`src/rtl/booth_seq_mul_if.sv`:
```
// Handshake and data bundle for the sequential radix-4 Booth multiplier.
// The master drives a request; the slave (the multiplier) returns status and the product.
interface booth_seq_mul_if #(
  parameter int N = 8
);
  logic           start;
  logic           tc;
  logic [N-1:0]   a;
  logic [N-1:0]   b;
  logic           busy;
  logic           done;
  logic [2*N-1:0] product;

  modport master (
    output start, tc, a, b,
    input  busy, done, product
  );

  modport slave (
    input  start, tc, a, b,
    output busy, done, product
  );
endinterface

```
`src/rtl/booth_seq_mul.sv`:
```
// Multi-cycle radix-4 Booth multiplier retiring one Booth digit per clock into a 2N-bit
// accumulator; unsigned or two's-complement operands chosen per operation.
module booth_seq_mul #(
  parameter int N = 8
) (
  input  logic            clk,
  input  logic            rst,
  booth_seq_mul_if.slave  bus
);
  localparam int JW = $clog2(N / 2 + 2);

  typedef enum logic {IDLE, RUN} state_t;

  state_t          state_q;
  logic [2*N-1:0]  aExt_q;
  logic [N+2:0]    bExt_q;
  logic [2*N-1:0]  acc_q;
  logic [JW-1:0]   j_q;
  logic [JW-1:0]   lastJ_q;
  logic            busy_q;
  logic            done_q;
  logic [2*N-1:0]  product_q;

  logic [2:0]      trip;
  logic [2*N-1:0]  twoA;
  logic [2*N-1:0]  pp;
  logic [2*N-1:0]  acc_d;

  // bExt_q bit 0 is the implicit B[-1], so digit j's triplet starts at bit 2j.
  always_comb begin
    trip  = bExt_q[{j_q, 1'b0} +: 3];
    twoA  = {aExt_q[2*N-2:0], 1'b0};
    pp    = '0;
    case (trip)
      3'b001, 3'b010: pp = aExt_q;
      3'b011:         pp = twoA;
      3'b100:         pp = -twoA;
      3'b101, 3'b110: pp = -aExt_q;
      default:        pp = '0;
    endcase
    acc_d = acc_q + (pp << {j_q, 1'b0});
  end

  // Signed mode skips the top digit, which would be pure sign and add nothing.
  always_ff @(posedge clk) begin
    if (rst) begin
      state_q   <= IDLE;
      aExt_q    <= '0;
      bExt_q    <= '0;
      acc_q     <= '0;
      j_q       <= '0;
      lastJ_q   <= '0;
      busy_q    <= 1'b0;
      done_q    <= 1'b0;
      product_q <= '0;
    end else begin
      done_q <= 1'b0;
      case (state_q)
        IDLE: begin
          if (bus.start) begin
            aExt_q  <= {{N{bus.tc & bus.a[N-1]}}, bus.a};
            bExt_q  <= {{2{bus.tc & bus.b[N-1]}}, bus.b, 1'b0};
            lastJ_q <= bus.tc ? JW'(N / 2 - 1) : JW'(N / 2);
            acc_q   <= '0;
            j_q     <= '0;
            busy_q  <= 1'b1;
            state_q <= RUN;
          end
        end
        RUN: begin
          acc_q <= acc_d;
          j_q   <= j_q + JW'(1);
          if (j_q == lastJ_q) begin
            product_q <= acc_d;
            done_q    <= 1'b1;
            busy_q    <= 1'b0;
            state_q   <= IDLE;
          end
        end
        default: state_q <= IDLE;
      endcase
    end
  end

  assign bus.busy    = busy_q;
  assign bus.done    = done_q;
  assign bus.product = product_q;
endmodule

```
`src/flat_wrapper.sv`:
```
// flat-port wrapper written by rule: the top's interface ports become plain ports
module booth_seq_mul_flat 
#(
  parameter int N = 8
)
  (clk, rst, bus_start, bus_tc, bus_a, bus_b, bus_busy, bus_done, bus_product);
  booth_seq_mul_if #(.N(N)) bus_i ();
  input  logic clk;
  input  logic rst;
  input wire logic [$bits(bus_i.start)-1:0] bus_start;
  input wire logic [$bits(bus_i.tc)-1:0] bus_tc;
  input wire logic [$bits(bus_i.a)-1:0] bus_a;
  input wire logic [$bits(bus_i.b)-1:0] bus_b;
  output wire logic [$bits(bus_i.busy)-1:0] bus_busy;
  output wire logic [$bits(bus_i.done)-1:0] bus_done;
  output wire logic [$bits(bus_i.product)-1:0] bus_product;
  assign bus_i.start = bus_start;
  assign bus_i.tc = bus_tc;
  assign bus_i.a = bus_a;
  assign bus_i.b = bus_b;
  assign bus_busy = bus_i.busy;
  assign bus_done = bus_i.done;
  assign bus_product = bus_i.product;
  booth_seq_mul #(.N(N)) u_core (.clk(clk), .rst(rst), .bus(bus_i));
endmodule
```
`config.mk`:
```
export PLATFORM = sky130hd
export DESIGN_NAME = booth_seq_mul_flat
export DESIGN_NICKNAME = d
export VERILOG_FILES = /design/src/rtl/booth_seq_mul_if.sv /design/src/rtl/booth_seq_mul.sv /design/src/flat_wrapper.sv
export SDC_FILE = /design/constraint.sdc
export NUM_CORES = 1
export LEC_CHECK = 0
export CAP_MARGIN = 10
export CORE_MARGIN = 2
export CORE_UTILIZATION = 35
export CTS_CLUSTER_SIZE = 28
export DETAILED_ROUTE_END_ITERATION = 7
export PLACE_DENSITY = 0.57
export REMOVE_ABC_BUFFERS = 1
export SETUP_SLACK_MARGIN = 0.4
export SLEW_MARGIN = 25
export SYNTH_ARGS = -nofsm -noshare
export SYNTH_HDL_FRONTEND = slang
export SYNTH_SLANG_ARGS = --single-unit
```
`constraint.sdc`:
```
create_clock -name clk -period 10.8 [get_ports clk]
set_input_delay 2.16 -clock clk [delete_from_list [all_inputs] [get_ports clk]]
set_output_delay 2.16 -clock clk [all_outputs]
set_load 0.02 [all_outputs]
```
# Word level (Yosys, flattened, before mapping)
# Index checks and enable logic that the tools add are counted.
[totals] out_inout_bits=18 input_bits=20 ff_bits=59
[op_classes] shift=2 n_bitwise=3 n_eq_ne=9 muxes=13 n_addsub=4 n_reduce_logical=6
[op_table] operator="16-bit one-hot mux with 4 select lines" count=1
[op_table] operator="16-bit negator" count=2
[op_table] operator="16-bit one-hot mux with 2 select lines" count=1
[op_table] operator="16-bit adder" count=1
[op_table] operator="16-bit two-way mux" count=1
[op_table] operator="16-bit by 4-bit << shifter with 16-bit output" count=1
[op_table] operator="11-bit by 5-bit indexed part select with 3-bit output" count=1
[op_table] operator="3-bit == test, second input constant" count=3
[op_table] operator="3-bit by 2-bit == test with 1-bit output, second input constant" count=2
[op_table] operator="3-bit two-way mux" count=2
[op_table] operator="3-bit one-hot mux with 2 select lines" count=1
[op_table] operator="2-bit AND reduction" count=3
[op_table] operator="2-bit OR reduction" count=3
[op_table] operator="1-bit two-way mux" count=5
[op_table] operator="2-bit != test, second input constant" count=2
[op_table] operator="1-bit one-hot mux with 2 select lines" count=2
[op_table] operator="3-bit by 1-bit adder with 3-bit output, second input constant" count=1
[op_table] operator="3-bit by 1-bit == test with 1-bit output, second input constant" count=1
[op_table] operator="3-bit == test" count=1
[op_table] operator="1-bit AND" count=2
[op_table] operator="1-bit inverter" count=1

# Logic depth before layout (Yosys ltp)
# Gate-level depths: netlist of the first run.
[depth] depth_word=7 ltp_mapped=22 ltp_nobuf=19

# Least setup slack after synthesis of the first run
# No wires, ideal clock.
[synth_timing] kind="flip-flop to flip-flop" start="reg u_core.j_q[0]" end="reg u_core.product_q[15], in the netlist u_core.bus.product[15]" arrival_time_ns=4.355 path_stages_with_launch=19 required_ns=10.721 setup_slack_ns=6.365 period_less_slack_ns=4.435 cell_sequence="dfxtp_1 mux4_2 a21oi_2 nor2_1 xor2_1 a221oi_1 mux2_2 o22ai_1 and2_1 ha_1 o21a_1 nor2_1 o31ai_1 o211ai_1 o21ai_1 or3b_2 o2111ai_1 nor3_1 a211oi_2"
[synth_via] elab_chain_len=6 elab_cells_between_ends=14 cone_classes="add/sub: 1; eq/ne: 7; shift: 2; mux: 1; reduce/logical: 3"
[synth_rtl] element="from (decl)" line="booth_seq_mul.sv:18" source="logic [JW-1:0] j_q;"
[synth_rtl] element="from (signal assigned)" line="booth_seq_mul.sv:72" source="j_q <= j_q + JW'(1);"
[synth_rtl] element="11-bit by 5-bit indexed part select with 3-bit output" line="booth_seq_mul.sv:31" source="trip = bExt_q[{j_q, 1'b0} +: 3];"
[synth_rtl] element="3-bit == test (tied with other cells)" line="booth_seq_mul.sv:34" source="case (trip)"
[synth_rtl] element="2-bit OR reduction" line="booth_seq_mul.sv:34"
[synth_rtl] element="16-bit one-hot mux with 4 select lines" line="booth_seq_mul.sv:34"
[synth_rtl] element="16-bit by 4-bit << shifter with 16-bit output" line="booth_seq_mul.sv:41" source="acc_d = acc_q + (pp << {j_q, 1'b0});"
[synth_rtl] element="16-bit adder" line="booth_seq_mul.sv:41"
[synth_rtl] element="to (signal assigned)" line="booth_seq_mul.sv:55" source="product_q <= '0;"
[synth_rtl] element="to (signal assigned)" line="booth_seq_mul.sv:74" source="product_q <= acc_d;"
[synth_rtl] element="to (decl)" line="booth_seq_mul.sv:22" source="logic [2*N-1:0] product_q;"
# Parallel ways exist; a longest one is shown, timed or not.
# A chain may end at the register's enable or synchronous reset.

# Final worst setup path of the first run
[layout_timing] start="reg u_core.j_q[2]" end="reg u_core.product_q[15], in the netlist u_core.bus.product[15]"
# The elaborated chain is that of the path after synthesis.

==> metrics.txt, run 1 <==
# TYPE chip_impl_metric gauge
chip_impl_metric{name="floorplan.io_pins",unit=""} 38
chip_impl_metric{name="max_clock_freq",unit="GHz"} 0.173
chip_impl_info{name="startpoint",value="u_core.j_q[2]"} 1
chip_impl_info{name="cp_top_family",value="compound AO/OA/AOI/OAI gates"} 1
chip_impl_metric{name="postCtsHoldBufs",unit=""} 0
chip_impl_metric{name="antenna_cells",unit=""} 0
chip_impl_metric{name="final_min_period_over_clock_period",unit=""} 0.536
chip_impl_metric{name="routed_wl",unit="um"} 9440
chip_impl_metric{name="buffers_added_on_ports",unit=""} 37
chip_impl_metric{name="tightest_slew",unit="ps"} 1010
chip_impl_info{name="timing.setup.critical_path_class",value="reg -> reg"} 1
chip_impl_metric{name="fillCellCount",unit=""} 1142
chip_impl_info{name="rr_startpoint",value="u_core.j_q[2]"} 1
chip_impl_info{name="hold_path.class",value="reg -> reg"} 1
chip_impl_metric{name="avgRoutedWirePerCell",unit="um"} 13.9
chip_impl_metric{name="post_cts_buffers",unit=""} 0
chip_impl_metric{name="worst_r2r_path_depth",unit=""} 18
chip_impl_info{name="setup.worst_path.end_class",value="register"} 1
chip_impl_metric{name="global_routing_usage_summed_across_all_routing_layers",unit=""} 0.173
chip_impl_metric{name="power.static_leakage",unit="uW"} 0.00168
chip_impl_metric{name="worst-endpoint-arrival",unit="ps"} 6050
chip_impl_metric{name="remaining_drc_errors",unit=""} 0
chip_impl_metric{name="net_count_reported_at_finish",unit=""} 574
chip_impl_metric{name="sequential_fraction_of_the_synthesis_area",unit=""} 0.295
chip_impl_metric{name="drt.antenna.violating_nets",unit=""} 0
chip_impl_metric{name="max-slew-margin-rel",unit=""} 0.327
chip_impl_metric{name="dieHeight",unit="um"} 110
chip_impl_metric{name="finalWeightedCongestion",unit=""} 0.856
chip_impl_metric{name="numCtsBuffers",unit=""} 9
chip_impl_metric{name="fin_worst_hold_slack",unit="ps"} 453
chip_impl_metric{name="timing.critical_path.slowest_cell_delay",unit="ps"} 930
chip_impl_metric{name="final.setup.tns",unit="ps"} 0
chip_impl_metric{name="ratio_of_cells_with_drive_above_1_in_the_final_layout",unit=""} 0.0815
chip_impl_metric{name="std_cell_rows",unit=""} 38
chip_impl_metric{name="cp_num_buf_inv",unit=""} 1
chip_impl_metric{name="mappedNetlistArea",unit="um^2"} 3940
chip_impl_metric{name="synth_cell_types",unit=""} 65
chip_impl_metric{name="hold_violations",unit=""} 0
chip_impl_metric{name="floorplan.core_area",unit="um^2"} 10900
chip_impl_metric{name="grt_pass1_vias",unit=""} 3370
chip_impl_metric{name="path_clk_slew",unit="ps"} 60
chip_impl_metric{name="routed_via_density",unit=""} 5.34
chip_impl_metric{name="dr_total_vias",unit=""} 3629
chip_impl_metric{name="cp.depth",unit=""} 18
chip_impl_info{name="critical_path.slowest_cell",value="sky130_fd_sc_hd__dfxtp_1"} 1
chip_impl_metric{name="fp.dieW",unit="um"} 110
chip_impl_metric{name="h-tree-depth",unit=""} 3
chip_impl_info{name="status",value="finished clean"} 1
chip_impl_metric{name="ir_worst_vdd",unit="uV"} 84.8
chip_impl_info{name="tritoncts_clock_tree",value="built"} 1
chip_impl_metric{name="whs_path_depth",unit=""} 2
chip_impl_metric{name="grt_pass1_wl",unit="um"} 16200
chip_impl_metric{name="layout-area-overhead-vs-synth",unit="%"} 15.4
chip_impl_metric{name="dp_hpwl",unit="um"} 6760
chip_impl_info{name="synth_top_flop_cell",value="sky130_fd_sc_hd__dfxtp_1"} 1
chip_impl_metric{name="drt_pre_antenna_iters",unit=""} 5
chip_impl_metric{name="grt.overflow.total",unit=""} 0
chip_impl_metric{name="final_core_utilization",unit=""} 0.417
chip_impl_metric{name="max_cap_viol_count",unit=""} 0
chip_impl_metric{name="cts_sinks",unit=""} 58
chip_impl_info{name="worst_setup_path_endpoint",value="u_core.bus.product[15]"} 1
chip_impl_info{name="unrepaired_setup_endpoints_after_global_routing",value="no"} 1
chip_impl_metric{name="clock_path_buffers",unit=""} 2
chip_impl_metric{name="postSynthCellCount",unit=""} 518
chip_impl_metric{name="worst-r2r-setup-slack",unit="ps"} 5010
chip_impl_metric{name="period_minus_slack",unit="ps"} 5790
chip_impl_metric{name="number_of_flops_mapped_to_enable_cells_by_yosys",unit=""} 0
chip_impl_metric{name="grt_antenna_before_repair",unit=""} 0
chip_impl_info{name="cts.root.buffer_cell",value="sky130_fd_sc_hd__clkbuf_8"} 1
chip_impl_metric{name="worst-path-max-fanout",unit=""} 30
chip_impl_metric{name="power.density",unit="nW/um^2"} 121
chip_impl_metric{name="yosys_warnings",unit=""} 0
chip_impl_metric{name="worst_skew_pair_later_pin_latency",unit="ps"} 350
chip_impl_info{name="path_cells",value="inv_2, and3_1, a32oi_1, o41ai_1, a221oi_1, mux2_2, o22ai_1, and2_1, ha_1, o21a_1, nor2_1, o31ai_1, o211ai_1, o21ai_1, or3b_2, o2111ai_1, nor3_1, a211oi_2"} 1
chip_impl_info{name="cp-start-kind",value="register"} 1
chip_impl_metric{name="timing.final.max_slew_violations",unit=""} 0
chip_impl_metric{name="report.final.setup_viol",unit=""} 0
chip_impl_metric{name="post_cts.resized_instances",unit=""} 0
chip_impl_metric{name="drt-initial-drc-count",unit=""} 207
chip_impl_metric{name="ys_seq_elements",unit=""} 58
chip_impl_metric{name="start_util",unit=""} 0.361
chip_impl_metric{name="design.die.area",unit="um^2"} 12100
chip_impl_metric{name="final_clock_skew",unit="ps"} 9.62
chip_impl_metric{name="worstPathRequired",unit="ps"} 11070
chip_impl_metric{name="postSynth.asyncResetShare",unit=""} 0
chip_impl_metric{name="syn_area_per_cell",unit="um^2"} 7.60
chip_impl_info{name="crit-reg2reg-capture",value="u_core.bus.product[15]"} 1
chip_impl_metric{name="grt_max_degree",unit=""} 63
-- tightest hold or removal path, stage by stage (launching register included) --
cell and delay (ps):
sky130_fd_sc_hd__dfxtp_1 310, sky130_fd_sc_hd__nand2_1 50, sky130_fd_sc_hd__a21oi_1 50
-- where the power goes --
part           internal [uW]  switching (uW)  total, uW
sequential               224            10.7        235
clock                   94.2            85.4        180
combinational           57.0            78.6        136
total                    376             175        550
-- cells in the final DEF, fill, tap and decap left out, types with 5 or more instances in the layout --
cell / n
sky130_fd_sc_hd__nand3_1: 11
sky130_fd_sc_hd__xnor2_1: 16
sky130_fd_sc_hd__nor2_1: 49
sky130_fd_sc_hd__clkdlybuf4s50_1: 36
sky130_fd_sc_hd__nor3b_1: 18
sky130_fd_sc_hd__nor2b_1: 7
sky130_fd_sc_hd__nor3_1: 11
sky130_fd_sc_hd__ha_1: 17
sky130_fd_sc_hd__mux2_2: 7
sky130_fd_sc_hd__dfxtp_1: 58
sky130_fd_sc_hd__nand2_1: 81
sky130_fd_sc_hd__clkbuf_8: 11
sky130_fd_sc_hd__a21oi_1: 68
sky130_fd_sc_hd__or3_1: 7
sky130_fd_sc_hd__inv_1: 6
sky130_fd_sc_hd__a21o_1: 8
sky130_fd_sc_hd__o21ai_0: 19
sky130_fd_sc_hd__xor2_1: 7
sky130_fd_sc_hd__buf_4: 6
sky130_fd_sc_hd__mux2i_1: 9
sky130_fd_sc_hd__o22ai_1: 5
-- routing by layer --
| layer | share of wire | GRT usage | vias up |
|---|---|---|---|
| li1 | - | - | 1868 |
| met1 | 0.49 | 0.230 | 1693 |
| met2 | 0.45 | 0.268 | 58 |
| met3 | 0.037 | 0.0435 | 10 |
| met4 | 0.018 | 0.0642 | 0 |
| met5 | 0 | 0 | - |
-- per-stage QoR --
| step | std cells | area (um^2) | power (uW) | worst slack [ps] |
|---|---|---|---|---|
| 6_report | 680 | 4540 | 550 | 5010 |
| 5_1_grt | 680 | 4540 | 586 | 4480 |
| 4_1_cts | 680 | 4540 | 561 | 4990 |
| 3_5_place_dp | 665 | 4370 | 376 | 5030 |
| 3_3_place_gp | 665 | 4370 | 375 | 5120 |
| 2_1_floorplan | 482 | 3780 | 331 | 5770 |
-- synthesized netlist by cell type, drive strengths merged, types with 8 or more instances --
cell | n | area share
nor3b | 18 | 0.034
nand2 | 81 | 0.077
buf | 11 | 0.015
ha | 17 | 0.054
a21o | 8 | 0.015
mux2i | 10 | 0.026
nand3 | 11 | 0.014
a21oi | 70 | 0.091
nor3 | 11 | 0.014
o21ai | 20 | 0.025
dfxtp | 58 | 0.30
nor2 | 49 | 0.047
xnor2 | 16 | 0.036
clkbuf | 25 | 0.024
-- registers in the layout (all words and copies together), names as in the netlist --
signal / flops
u_core.bus.busy: 1
u_core.acc_q: 16
u_core.state_q: 1
u_core.bExt_q: 9
u_core.bus.done: 1
u_core.aExt_q: 9
u_core.lastJ_q: 2
u_core.bus.product: 16
u_core.j_q: 3
-- worst min path at each step --
stage / from / endpoint / slack (ps)
2_1_floorplan: u_core.bExt_q[3] / u_core.bExt_q[3] / 430
3_3_place_gp: u_core.bus.product[13] / u_core.bus.product[13] / 440
3_5_place_dp: u_core.bus.product[7] / u_core.bus.product[7] / 450
4_1_cts: u_core.bus.product[7] / u_core.bus.product[7] / 460
5_1_grt: u_core.bus.product[6] / u_core.bus.product[6] / 470
6_report: u_core.bus.product[7] / u_core.bus.product[7] / 450
-- cell families (layout without fill, tap and decap cells) --
logic type | after synthesis | count (layout) | synth area share
fa+ha+maj | 18 | 18 | 0.0591
compound gates | 141 | 141 | 0.223
flops | 58 | 58 | 0.295
mux | 19 | 19 | 0.0579
xor+xnor | 23 | 23 | 0.0512
simple gates | 216 | 216 | 0.269
buf+inv | 43 | 65 | 0.0451
-- cell type report --
cell class	instances	area, um^2	share of cell area
repair buffers	43	410	0.0904
clock inverters	2	12.5	0.00276
flip-flops and latches	58	1160	0.256
multi-input cells	417	2600	0.572
inverters	7	26.3	0.00579
well taps	140	175	0.0386
clock buffers	13	159	0.0350
No activity file was read; power rests on OpenSTA's default activity.
==> run 2, diff against run 1 <==
- PLACE_DENSITY: 0.57 -> 0.59
- clock period: 10.8 -> 4.85 ns (I/O delays scaled with it)
==> metrics.txt, run 2 (synthesis results as in run 1) <==
# TYPE chip_impl_metric gauge
chip_impl_info{name="status",value="finished clean"} 1
chip_impl_metric{name="timing.critical_path.slowest_cell_delay",unit="ps"} 530
chip_impl_metric{name="h-tree-depth",unit=""} 3
chip_impl_metric{name="timing.final.max_slew_violations",unit=""} 0
chip_impl_metric{name="dieHeight",unit="um"} 110
chip_impl_metric{name="buffers_added_on_ports",unit=""} 37
chip_impl_metric{name="worst-path-max-fanout",unit=""} 5
chip_impl_metric{name="grt_max_degree",unit=""} 43
chip_impl_info{name="critical_path.slowest_cell",value="sky130_fd_sc_hd__mux4_2"} 1
chip_impl_metric{name="tightest_slew",unit="ps"} 802
chip_impl_metric{name="final_area",unit="um^2"} 5060
chip_impl_metric{name="final_min_period_over_clock_period",unit=""} 0.912
chip_impl_metric{name="ratio_of_cells_with_drive_above_1_in_the_final_layout",unit=""} 0.188
chip_impl_info{name="path_cells",value="mux4_2, buf_4, a21oi_4, buf_6, nor2_1, xor2_1, a221oi_2, buf_4, mux4_2, nor2_4, ha_4, and2_4, o21ai_4, o31ai_4, o211ai_1, o21ai_2, buf_6, nor3b_1, o21a_1, o31ai_1, a21oi_1"} 1
chip_impl_metric{name="worst_skew_pair_later_pin_latency",unit="ps"} 360
chip_impl_metric{name="cp_num_buf_inv",unit=""} 4
chip_impl_info{name="cts.root.buffer_cell",value="sky130_fd_sc_hd__clkbuf_8"} 1
chip_impl_info{name="cp_top_family",value="compound AO/OA/AOI/OAI gates"} 1
chip_impl_metric{name="numCtsBuffers",unit=""} 9
chip_impl_info{name="setup.worst_path.end_class",value="register"} 1
chip_impl_metric{name="period_minus_slack",unit="ps"} 4420
chip_impl_metric{name="avgRoutedWirePerCell",unit="um"} 14.5
chip_impl_info{name="tritoncts_clock_tree",value="built"} 1
chip_impl_metric{name="start_util",unit=""} 0.361
chip_impl_metric{name="path_clk_slew",unit="ps"} 70
chip_impl_info{name="timing.setup.critical_path_class",value="reg -> reg"} 1
chip_impl_metric{name="stdcell_count",unit=""} 710
chip_impl_metric{name="grt_pass1_vias",unit=""} 3521
chip_impl_metric{name="worst-endpoint-arrival",unit="ps"} 4670
chip_impl_info{name="cp-start-kind",value="register"} 1
chip_impl_metric{name="cts_sinks",unit=""} 58
chip_impl_metric{name="antenna_cells",unit=""} 0
chip_impl_metric{name="placed_area",unit="um^2"} 4470
chip_impl_metric{name="drt.antenna.violating_nets",unit=""} 0
chip_impl_metric{name="floorplan.io_pins",unit=""} 38
chip_impl_info{name="layout_common_cells",value="sky130_fd_sc_hd__nand2_1, sky130_fd_sc_hd__a21oi_1, sky130_fd_sc_hd__dfxtp_1, sky130_fd_sc_hd__nor2_1, sky130_fd_sc_hd__clkdlybuf4s50_1"} 1
chip_impl_info{name="layout_commonest_cell",value="sky130_fd_sc_hd__nand2_1"} 1
chip_impl_metric{name="routed_wl",unit="um"} 10300
chip_impl_metric{name="grt_antenna_before_repair",unit=""} 0
chip_impl_metric{name="routed_via_density",unit=""} 5.37
chip_impl_metric{name="std_cell_rows",unit=""} 38
chip_impl_metric{name="design.die.area",unit="um^2"} 12100
chip_impl_metric{name="ir_worst_vdd",unit="uV"} 136
chip_impl_metric{name="dr_total_vias",unit=""} 3815
chip_impl_metric{name="global_routing_usage_summed_across_all_routing_layers",unit=""} 0.175
chip_impl_info{name="hold_path.class",value="reg -> reg"} 1
chip_impl_metric{name="report.final.setup_viol",unit=""} 0
chip_impl_metric{name="dp.cells",unit=""} 679
chip_impl_metric{name="max_cap_viol_count",unit=""} 0
chip_impl_metric{name="grt_pass1_wl",unit="um"} 16300
chip_impl_metric{name="hold_violations",unit=""} 0
chip_impl_metric{name="max_clock_freq",unit="GHz"} 0.226
chip_impl_metric{name="net_count_reported_at_finish",unit=""} 603
chip_impl_metric{name="power.density",unit="nW/um^2"} 252
chip_impl_metric{name="grt.overflow.total",unit=""} 0
chip_impl_metric{name="worstPathRequired",unit="ps"} 5100
chip_impl_metric{name="drt_pre_antenna_iters",unit=""} 4
chip_impl_metric{name="detailedPlace.worstSlack",unit="ps"} 133
chip_impl_metric{name="finalWeightedCongestion",unit=""} 0.916
chip_impl_metric{name="fp.dieW",unit="um"} 110
chip_impl_metric{name="final_clock_skew",unit="ps"} 6.29
chip_impl_metric{name="final_critical_path_setup_slack",unit="ps"} 427
chip_impl_metric{name="max-slew-margin-rel",unit=""} 0.465
chip_impl_metric{name="layout-area-overhead-vs-synth",unit="%"} 28.6
chip_impl_metric{name="clock_path_buffers",unit=""} 2
chip_impl_metric{name="power.static_leakage",unit="uW"} 0.00190
chip_impl_metric{name="floorplan.core_area",unit="um^2"} 10900
chip_impl_metric{name="drt-initial-drc-count",unit=""} 132
chip_impl_metric{name="remaining_drc_errors",unit=""} 0
chip_impl_metric{name="dp_hpwl",unit="um"} 7060
chip_impl_info{name="unrepaired_setup_endpoints_after_global_routing",value="yes"} 1
[run 2: cell count changes in the layout (fill, tap and decap cells not counted), moves of 3 or more]
cell / previous run / this run
sky130_fd_sc_hd__buf_4: 6 / 27
sky130_fd_sc_hd__o21ai_0: 19 / 12
sky130_fd_sc_hd__buf_6: 0 / 5
sky130_fd_sc_hd__dfxtp_1: 58 / 55
sky130_fd_sc_hd__mux2_2: 7 / 4
sky130_fd_sc_hd__mux2_4: 0 / 3
sky130_fd_sc_hd__nor2_1: 49 / 46
sky130_fd_sc_hd__o21ai_1: 1 / 4
sky130_fd_sc_hd__o21ai_2: 0 / 3
[run 2: area by class of cell]
cell class,instances,area [um^2]
fillers,1053,5830
multi-input cells,417,2840
flip-flops and latches,58,1170
repair buffers,72,689
well taps,140,175
clock buffers,13,149
inverters,7,26.3
clock inverters,3,15.0
[run 2: through the flow]
step	power, uW	hold WS (ps)	setup TNS [ps]	util
5_1_grt	1350	473	0	0.465
2_1_floorplan	736	430	-305	-
3_5_place_dp	846	445	0	0.411
6_report	1270	454	0	0.465
4_1_cts	1250	454	0	0.433
3_3_place_gp	842	443	0	0.411
[run 2: final timing paths]
| path | cells after the start | startpoint | end | slack (ps) |
|---|---|---|---|---|
| min reg2reg | 2 | u_core.bus.product[4] | u_core.bus.product[4] | 450 |
| max reg2reg | 21 | u_core.j_q[0] | u_core.acc_q[15] | 430 |
| min | 2 | u_core.bus.product[4] | u_core.bus.product[4] | 450 |
| max | 21 | u_core.j_q[0] | u_core.acc_q[15] | 430 |
[run 2: what timing repair did]
item                       in CTS  in global routing
pin swaps                       4                 24
setup endpoints to repair       5                 10
resized for setup              16                 51
gates cloned                    0                  1
hold buffers                    0                  0
buffers inserted                2                 12
[run 2: routing by layer]
layer / GRT usage / routed length [um]
met5: 0 / 0
met3: 0.0541 / 460
met1: 0.219 / 4780
met4: 0.0723 / 169
met2: 0.277 / 4900
[run 2: report_power, final]
group          internal (uW)  switching [uW]
logic                    164             197
clock network            197             192
registers                499            24.4
[run 2: worst min-delay path: stages (launching register included)]
cell                      delay, ps
sky130_fd_sc_hd__dfxtp_1        310
sky130_fd_sc_hd__nand2_1         50
sky130_fd_sc_hd__a21oi_1         50
==> run 3, diff against run 2 <==
- SETUP_SLACK_MARGIN: 0.4 -> unset
==> metrics.txt, run 3 (synthesis results as in run 1) <==
# TYPE chip_impl_metric gauge
chip_impl_metric{name="routed_wl",unit="um"} 9810
chip_impl_info{name="critical_path.slowest_cell",value="sky130_fd_sc_hd__mux4_2"} 1
chip_impl_metric{name="grt.overflow.total",unit=""} 0
chip_impl_info{name="cp-start-kind",value="register"} 1
chip_impl_metric{name="grt_pass1_vias",unit=""} 3429
chip_impl_metric{name="clock_path_buffers",unit=""} 2
chip_impl_info{name="crit-reg2reg-capture",value="u_core.bus.product[15]"} 1
chip_impl_metric{name="global_routing_usage_summed_across_all_routing_layers",unit=""} 0.172
chip_impl_metric{name="register_area",unit="um^2"} 1160
chip_impl_metric{name="report.final.setup_viol",unit=""} 0
chip_impl_info{name="critPathMostFrequentCell",value="sky130_fd_sc_hd__mux4_2"} 1
chip_impl_info{name="layout_common_cells",value="sky130_fd_sc_hd__nand2_1, sky130_fd_sc_hd__a21oi_1, sky130_fd_sc_hd__dfxtp_1, sky130_fd_sc_hd__nor2_1, sky130_fd_sc_hd__clkdlybuf4s50_1"} 1
chip_impl_metric{name="floorplan.core_area",unit="um^2"} 10900
chip_impl_metric{name="h-tree-depth",unit=""} 3
chip_impl_metric{name="dp_hpwl",unit="um"} 7060
chip_impl_metric{name="grt_pass1_wl",unit="um"} 16100
chip_impl_metric{name="internal-power",unit="uW"} 835
chip_impl_metric{name="design.die.area",unit="um^2"} 12100
chip_impl_metric{name="multi_input_combinational_cell_area",unit="um^2"} 2630
chip_impl_info{name="worst_setup_path_endpoint",value="u_core.bus.product[15]"} 1
chip_impl_metric{name="ir_worst_vdd",unit="uV"} 134
chip_impl_info{name="rr_startpoint",value="u_core.j_q[0]"} 1
chip_impl_metric{name="total_switching_power",unit="uW"} 393
chip_impl_metric{name="finalWeightedCongestion",unit=""} 0.916
chip_impl_metric{name="drt-initial-drc-count",unit=""} 161
chip_impl_metric{name="final_min_period_over_clock_period",unit=""} 0.966
chip_impl_metric{name="final_clock_skew",unit="ps"} 5.80
chip_impl_metric{name="worst-path-max-fanout",unit=""} 5
chip_impl_metric{name="ratio_of_cells_with_drive_above_1_in_the_final_layout",unit=""} 0.124
chip_impl_metric{name="worst_r2r_path_depth",unit=""} 16
chip_impl_metric{name="avgRoutedWirePerCell",unit="um"} 14.0
chip_impl_metric{name="timing.final.max_slew_violations",unit=""} 0
chip_impl_metric{name="path_clk_slew",unit="ps"} 60
chip_impl_metric{name="dieHeight",unit="um"} 110
chip_impl_metric{name="fin_worst_hold_slack",unit="ps"} 454
chip_impl_metric{name="tightest_slew",unit="ps"} 818
chip_impl_metric{name="max_cap_viol_count",unit=""} 0
chip_impl_info{name="status",value="finished clean"} 1
chip_impl_metric{name="timing.critical_path.slowest_cell_delay",unit="ps"} 550
chip_impl_metric{name="buffers_added_on_ports",unit=""} 37
chip_impl_metric{name="cts_sinks",unit=""} 58
chip_impl_info{name="tritoncts_clock_tree",value="built"} 1
chip_impl_metric{name="remaining_drc_errors",unit=""} 0
chip_impl_metric{name="power.static_leakage",unit="uW"} 0.00177
chip_impl_metric{name="floorplan.io_pins",unit=""} 38
chip_impl_metric{name="start_util",unit=""} 0.361
chip_impl_metric{name="stdcell_count",unit=""} 698
chip_impl_metric{name="routed_via_density",unit=""} 5.38
chip_impl_metric{name="std_cell_rows",unit=""} 38
chip_impl_metric{name="max-slew-margin-rel",unit=""} 0.455
chip_impl_info{name="timing.setup.critical_path_class",value="reg -> reg"} 1
chip_impl_metric{name="share_comb_of_total_power",unit=""} 0.260
chip_impl_metric{name="fillCellCount",unit=""} 1090
chip_impl_metric{name="numCtsBuffers",unit=""} 9
chip_impl_info{name="setup.worst_path.end_class",value="register"} 1
chip_impl_metric{name="power.density",unit="nW/um^2"} 261
chip_impl_info{name="path_cells",value="mux4_2, or2_0, mux2_2, o32a_1, mux4_2, nor2_1, ha_1, and2_1, o21ai_0, o31ai_2, o211ai_1, o21ai_2, or4_1, o2111ai_1, nor3_1, a211oi_2"} 1
chip_impl_info{name="startpoint",value="u_core.j_q[0]"} 1
chip_impl_metric{name="net_count_reported_at_finish",unit=""} 591
chip_impl_metric{name="power_frac_seq",unit=""} 0.425
chip_impl_metric{name="period_minus_slack",unit="ps"} 4680
chip_impl_metric{name="drt.antenna.violating_nets",unit=""} 0
chip_impl_info{name="hold_path.class",value="reg -> reg"} 1
chip_impl_metric{name="drt_pre_antenna_iters",unit=""} 4
chip_impl_metric{name="worst-endpoint-arrival",unit="ps"} 4960
chip_impl_info{name="cts.root.buffer_cell",value="sky130_fd_sc_hd__clkbuf_8"} 1
chip_impl_metric{name="grt_antenna_before_repair",unit=""} 0
chip_impl_metric{name="dr_total_vias",unit=""} 3756
chip_impl_metric{name="clock_power_share",unit=""} 0.315
chip_impl_metric{name="antenna_cells",unit=""} 0
chip_impl_metric{name="final_area",unit="um^2"} 4700
chip_impl_metric{name="whs_path_depth",unit=""} 2
chip_impl_metric{name="power.total",unit="uW"} 1230
chip_impl_metric{name="layout-area-overhead-vs-synth",unit="%"} 19.5
chip_impl_metric{name="max_clock_freq",unit="GHz"} 0.214
chip_impl_metric{name="hold_violations",unit=""} 0
chip_impl_info{name="layout_commonest_cell",value="sky130_fd_sc_hd__nand2_1"} 1
chip_impl_metric{name="grt_max_degree",unit=""} 43
chip_impl_metric{name="worstPathRequired",unit="ps"} 5130
chip_impl_metric{name="fp.dieW",unit="um"} 110
chip_impl_metric{name="dp.cells",unit=""} 679
chip_impl_metric{name="placed_area",unit="um^2"} 4470
chip_impl_metric{name="final.setup.tns",unit="ps"} 0
chip_impl_metric{name="worst_skew_pair_later_pin_latency",unit="ps"} 360
chip_impl_metric{name="worst-r2r-setup-slack",unit="ps"} 170
chip_impl_metric{name="power.switching_fraction",unit=""} 0.320
run 3: cell count changes in the layout (fill, tap and decap cells not counted), sizes merged:
| cell | before | now |
|---|---|---|
| clkbuf | 14 | 13 |
| buf | 35 | 24 |
run 3: area by class of cell:
cell class	instances	area share
multi-input cells	417	0.559
flip-flops and latches	58	0.247
repair buffers	60	0.116
well taps	140	0.0373
clock buffers	13	0.0317
inverters	7	0.00559
clock inverters	3	0.00319
run 3: worst min path at each step:
stage | to | start | slack, ps
after global routing | u_core.bus.product[12] | u_core.bus.product[12] | 470
after detailed placement | u_core.bus.product[10] | u_core.bus.product[10] | 450
after floorplan | u_core.bExt_q[3] | u_core.bExt_q[3] | 430
after global placement | u_core.bus.product[13] | u_core.bus.product[13] | 440
after CTS | u_core.bus.product[10] | u_core.bus.product[10] | 450
final | u_core.bus.product[4] | u_core.bus.product[4] | 450
run 3: power groups by stage:
stage	sequential, uW	clock [uW]	combinational (uW)
final	522	387	320
after global routing	526	426	356
after CTS	522	409	316
after detailed placement	532	0	313
after global placement	532	0	311
after floorplan	544	0	192
run 3: per-layer routing:
layer,vias to the layer above,global-route usage,share of wire
met3,11,0.0529,0.041
met5,-,0,0
met2,61,0.271,0.46
li1,1908,-,-
met1,1776,0.221,0.48
met4,0,0.0615,0.017
run 3: critical path: cells and delay by family, from the launching register on:
family	cells	cell delay (ps)
flops	1	350
fa+ha+maj	1	290
mux	3	1320
simple gates	5	1120
compound gates	7	1540
run 3: what timing repair did:
| item | CTS | global route |
|---|---|---|
| hold buffers | 0 | 0 |
| resized for setup | 0 | 11 |
| setup endpoints to repair | 0 | 4 |
| setup buffers | 0 | 3 |
run 3: stage by stage:
step	utilization	setup WS, ps
5_1_grt	0.432	-192
2_1_floorplan	-	-176
3_3_place_gp	0.411	224
6_report	0.432	167
3_5_place_dp	0.411	133
4_1_cts	0.426	110
